### config.mk
export PLATFORM = sky130hd
export DESIGN_NAME = rv_fwd_unit
export DESIGN_NICKNAME = d
export VERILOG_FILES = /design/src/rtl/rv_fwd_unit.sv
export SDC_FILE = /design/constraint.sdc
export NUM_CORES = 1
export LEC_CHECK = 0
export CORE_MARGIN = 5
export CORE_UTILIZATION = 37
export DETAILED_ROUTE_END_ITERATION = 16
export PLACE_DENSITY = 0.78
export RECOVER_POWER = 25
export SKIP_LAST_GASP = 1
export SYNTH_ARGS = -nofsm -noshare
export SYNTH_HDL_FRONTEND = slang
export SYNTH_SLANG_ARGS = --single-unit
### constraint.sdc
create_clock -name i_clk -period 2.1 [get_ports i_clk]
set_clock_uncertainty 0.2 [all_clocks]
set_input_delay 0.315 -clock i_clk [delete_from_list [all_inputs] [get_ports i_clk]]
set_output_delay 0.315 -clock i_clk [all_outputs]
set_load 0.005 [all_outputs]
### src/rtl/rv_fwd_unit.sv
// Execute-stage operand forwarding with a retired-write history and a load-use stall request.
// Operand outputs are combinational (0 cycles); the history shifts only on unstalled edges; stall cycles are counted, saturating.
module rv_fwd_unit #(
    parameter int XLEN       = 32,
    parameter int NREAD      = 2,
    parameter int HIST_DEPTH = 1,
    parameter int CNT_W      = 32
) (
    input  logic                  i_clk,
    input  logic                  i_reset_n,
    input  logic                  i_stall,
    input  logic [NREAD*5-1:0]    i_rs,
    input  logic [NREAD-1:0]      i_rs_used,
    input  logic [NREAD*XLEN-1:0] i_reg_data,
    input  logic [4:0]            i_alu2_rd,
    input  logic                  i_alu2_reg_write,
    input  logic                  i_alu2_is_load,
    input  logic [XLEN-1:0]       i_alu2_data,
    input  logic [4:0]            i_write_rd,
    input  logic                  i_write_reg_write,
    input  logic [XLEN-1:0]       i_write_data,
    output logic [NREAD*XLEN-1:0] o_data,
    output logic [NREAD*3-1:0]    o_fwd_src,
    output logic                  o_hazard_stall,
    output logic [CNT_W-1:0]      o_stall_cnt
);

    typedef struct packed {
        logic            vld;
        logic [4:0]      rd;
        logic [XLEN-1:0] dat;
    } hist_t;

    hist_t            hist_q [HIST_DEPTH];
    logic [NREAD-1:0] stall_vec;
    logic [CNT_W-1:0] stall_cnt_q;

    always_ff @(posedge i_clk or negedge i_reset_n) begin
        if (!i_reset_n) begin
            for (int j = 0; j < HIST_DEPTH; j++) begin
                hist_q[j] <= '0;
            end
        end else if (!i_stall) begin
            hist_q[0] <= '{vld: i_write_reg_write, rd: i_write_rd, dat: i_write_data};
            for (int j = 1; j < HIST_DEPTH; j++) begin
                hist_q[j] <= hist_q[j-1];
            end
        end
    end

    for (genvar k = 0; k < NREAD; k++) begin : g_op
        logic [4:0]      rs;
        logic            alu2_hit;
        logic [XLEN-1:0] sel_dat;
        logic [2:0]      sel_src;

        assign rs       = i_rs[5*k +: 5];
        assign alu2_hit = i_alu2_reg_write && (rs != 5'd0) && (i_alu2_rd == rs);

        // Walk from oldest to youngest producer so the youngest match overrides.
        always_comb begin
            sel_dat = i_reg_data[k*XLEN +: XLEN];
            sel_src = 3'd0;
            if (rs != 5'd0) begin
                for (int j = HIST_DEPTH - 1; j >= 0; j--) begin
                    if (hist_q[j].vld && (hist_q[j].rd == rs)) begin
                        sel_dat = hist_q[j].dat;
                        sel_src = 3'(3 + j);
                    end
                end
                if (i_write_reg_write && (i_write_rd == rs)) begin
                    sel_dat = i_write_data;
                    sel_src = 3'd2;
                end
                if (alu2_hit) begin
                    sel_dat = i_alu2_data;
                    sel_src = 3'd1;
                end
            end
        end

        assign o_data[k*XLEN +: XLEN] = sel_dat;
        assign o_fwd_src[k*3 +: 3]    = sel_src;
        assign stall_vec[k]           = i_rs_used[k] & alu2_hit & i_alu2_is_load;
    end

    assign o_hazard_stall = |stall_vec;

    always_ff @(posedge i_clk or negedge i_reset_n) begin
        if (!i_reset_n) begin
            stall_cnt_q <= '0;
        end else if (o_hazard_stall && (stall_cnt_q != {CNT_W{1'b1}})) begin
            stall_cnt_q <= stall_cnt_q + CNT_W'(1);
        end
    end

    assign o_stall_cnt = stall_cnt_q;

endmodule
[Word level (Yosys, flattened, before mapping)]
Index checks and enable logic that the tools add are counted.
Storage, ports and cells
  bits in registers: 70
  bits of input ports: 156
  output and inout bits: 103
  logic and storage cells: 44
Operators by class
  add/subtract/negate cells: 1
  eq/ne operators: 7
  muxes and demuxes: 16
  bitwise operators: 4
  reductions and logical operators: 12
Operators by type and width (number)
  $mux W32: 8
  $add A32 B1 Y32 const B: 1
  $ne A32 B32 Y1 const B: 1
  $eq A5 B5 Y1: 6
  $mux W3: 6
  $reduce_bool A5 Y1: 2
  $logic_and A1 B1 Y1: 9
  $and A1 B1 Y1: 4
  $mux W2: 2
  $reduce_or A2 Y1: 1

[Depth between registers and ports, before layout]
  depth after elaboration: 7
  gate-level depth with buffers: 9
  gate-level depth less buffers: 7

[Least setup slack after synthesis]
Ideal clock, no wire load.
  path kind: register to output
  start: register hist_q[35] in the netlist's numbering
  end: output o_data[10]
  arrival: 1.705 ns
  setup slack: -0.120 ns
  stages on the path, launching flop included: 9
  cells stage by stage: dfrtp_1 > xor2_1 > nor4_1 > and3_1 > nor2b_1 > clkbuf_1 > buf_2 > a221oi_1 > o2bb2ai_1
On the way
  word-level cells in the longest chain between the ends: 6
Ends and longest elaborated chain
  start, declared: line 34  | hist_t hist_q [HIST_DEPTH];
  start signal, assigned by index: line 46  | hist_q[j] <= hist_q[j-1];
  $eq A5 B5 Y1: line 66  | if (hist_q[j].vld && (hist_q[j].rd == rs)) begin
  $logic_and A1 B1 Y1: line 66
  $mux W32: line 66
  $mux W32: line 71  | if (i_write_reg_write && (i_write_rd == rs)) begin
  $mux W32: line 75  | if (alu2_hit) begin
  $mux W32: line 64  | if (rs != 5'd0) begin
  end, declared: line 22  | output logic [NREAD*XLEN-1:0] o_data,
No other way between the ends.

[Final worst setup path]
  start: register hist_q[34] in the netlist's numbering
  end: output o_data[36]
The elaborated chain is that of the path after synthesis.

==> results.toml <==
[logic_synthesis]
async_flop_share_pct = 100.0
synthAdderAreaFrac_pct = 0.2436
yosys.area_share.simple_pct = 12.81
synth_area_leaders = "dfrtp_1 34%, a221oi_1 11%, o2bb2ai_1 11%, mux2_2 8.3%, o21ai_0 6.2%"
synth_edf_count = 0
synth_compound_area_share_pct = 29.01
ys_ff_latch = 70
yosysMostFrequentCell = "dfrtp_1"
synth_top_family_by_area = "compound AO/OA/AOI/OAI gates"
synth_xor_area_share_pct = 10.40
yosysSeqAreaShare_pct = 34.10
synth_top_area_share_pct = 34.10
synthCells = 534
ys.warnings.count = 0
yosysTopAreaCell = "dfrtp_1"
synthMuxAreaShare_pct = 8.331
synth_ff_type = "dfrtp_1"
avgSynthCellArea_um2 = 9.618
syn_area_mm2 = 0.005136
synth_cell_types = 35
synthTopCellsByCount = "70 x dfrtp_1, 64 x a221oi_1, 64 x o21ai_0, 64 x o2bb2ai_1, 38 x mux2_2"

[timing]
fin_crit_sh_pct = 142.4
setup_slack_ns = -0.8895
finalSetupViolCount = 101
rsz0062_at_grt = "true"
fmax_mhz = 334.5
period_minus_slack_ns = 2.990
finalHoldViolCount = 0
tightest_slew_ns = 1.063
drv_slew = 0
relSlewSlack_pct = 29.15

[global_routing]
grt_pass1_wl_um = 38250
overflow = 0
antenna_found_initial = 2
grt_max_degree = 42
grt_pass1_vias = 6775
grtUsageTotal_pct = 29.92

[die]
ios = 259
core_mm2 = 0.01377
rows = 43
start_util_pct = 37.29
dieArea_mm2 = 0.01634
die_y_um = 127.8
fp.dieW_um = 127.8

[power_and_ir_drop]
vdd_drop_max_v = 0.0003593
p_leak_uw = 0.004563
powerDensity_mw_per_mm2 = 413.6

[routing]
dr.pass1.iters = 5
first_iter_violations = 446
routed_wl_um = 26840
ant_nets = 0
wl_per_cell_um = 24.78
vias_per_cell = 6.009
drc = 0
via_count = 6508

[critical_path]
crit_chain = "xor2_1, nor4_2, and3_1, nor2b_4, buf_12, buf_6, buf_12, buf_4, a221oi_4, o2bb2ai_2, buf_2"
required_ns = 1.58
cp.arrival_ns = 2.47
cp_slowest_cell = "dfrtp_1"
crit_type = "flop to output port"
critical_path.most_common_cell = "buf_12"
crit_fanout = 5
ff2ff_setup_slack_ns = -0.25
cp-end-kind = "output port"
start_kind = "flop"
slowest_delay_ns = 0.41

[placed_design]
pre_cts_ws_ns = -1.552
gp_congestion = 0.9986
place.port_buffers = 256
dpl.hpwl_um = 16660
placedCellCount = 1000

[final_layout]
fin_nets = 1055
stdcell_count = 1083
drive_gt1_share_pct = 47.12
area_growth_pct = 105.7
final_util_pct = 76.73

[clock_tree]
clk_latency_ns = 0.33
cts-htree-levels = 3
path_clk_slew_ns = 0.06
ctsLongestPathBuffers = 2
cts-buffers-inserted = 9
cts_tree = "built"
clock-root-buffer = "clkbuf_16"
cts_sinks = 70

[outcome]
violations = "negative setup slack"
status = "finished with violations"

[hold_path]
hp-class = "input pin to flop"

[flow_run]
cap_violations = 0
layer usage:
metal | GRT usage [%] | up-vias | share of wire (%)
met5 | 0 | - | 0.048
met4 | 14.04 | 2 | 4.2
met3 | 7.333 | 84 | 7.6
met2 | 50.15 | 351 | 51
met1 | 36.08 | 3221 | 38
li1 | - | 2850 | -
cell type report:
class	count	area [µm²]
timing repair buffer	402	3989
clock inverter	5	27.53
sequential	70	1752
clock buffer	10	229.0
antenna	1	2.502
multi-input combinational	407	4313
inverter	8	30.03
tap	180	225.2
fill	869	3206
cells in the final DEF (no fill, tap or decap), types with 16 or more instances in the layout:
master,netlist,routed
a221oi_2,0,45
buf_4,2,63
nor3_4,1,19
buf_2,14,68
clkdlybuf4s50_1,0,165
mux2_2,38,38
xor2_1,36,33
xnor2_1,25,20
o2bb2ai_2,0,18
buf_12,0,23
o2bb2ai_1,64,44
o21ai_1,0,16
a221oi_4,0,18
nand2_1,23,17
o21ai_0,64,46
buf_6,2,50
dfrtp_1,70,70
repair_timing:
item,in CTS,in global routing
resized for setup,462,136
buffers inserted,41,21
hold buffers,1,0
endpoints found under the hold margin,29,0
endpoints found under the setup margin,101,101
gates cloned,12,4
pin swaps,81,89
per-stage QoR:
step                power [µW]  cell area (µm²)  TNS (ns)  hold WS, ns
floorplan                 1931             5248    -2.468      -0.1806
global placement          2735             8483   -114.11      0.07153
detailed placement        2766             8483   -120.22      0.07661
CTS                       4227             9894    -57.00       0.2424
global route              4525            10570    -71.95       0.2416
finish                    4371            10570    -64.06       0.2495
power by group:
part	leakage [µW]	internal (µW)	switching [µW]
Combinational	0.00358	848	603
Sequential	0.000854	1440	111
Clock	0.000128	785	588
Total	0.00456	3070	1300
final timing paths:
check | startpoint | endpoint | cells past startpoint
max | hist_q[34] | o_data[36] | 11
min | i_write_rd[0] | hist_q[32] | 2
max reg2reg | o_stall_cnt[2] | o_stall_cnt[29] | 5
min reg2reg | o_stall_cnt[16] | o_stall_cnt[16] | 1
max in group asynchronous | i_reset_n | hist_q[9] | 3
min in group asynchronous | i_reset_n | hist_q[30] | 2
flip-flops by register name, indices dropped and copies added (netlist names):
name / count
hist_q: 38
o_stall_cnt: 32
critical path, delay by kind of cell, from the launching register on:
| kind | cells | cell delay (ns) |
|---|---|---|
| flip-flops | 1 | 0.41 |
| XOR/XNOR | 1 | 0.18 |
| AO/OA/AOI/OAI | 2 | 0.19 |
| AND/OR/NAND/NOR | 3 | 0.77 |
| buffers and inverters | 5 | 0.59 |
logic make-up (layout without fill, tap and decap cells):
logic type,after synthesis,count (layout)
AOI/OAI and AO/OA,198,198
and+or+nand+nor,107,107
DFF,70,70
xor gates and xnor gates,61,61
buffers and inverters,58,425
muxes,38,38
adders and majority gates,1,1
other,1,3
Power figures use the tool's default switching activity.
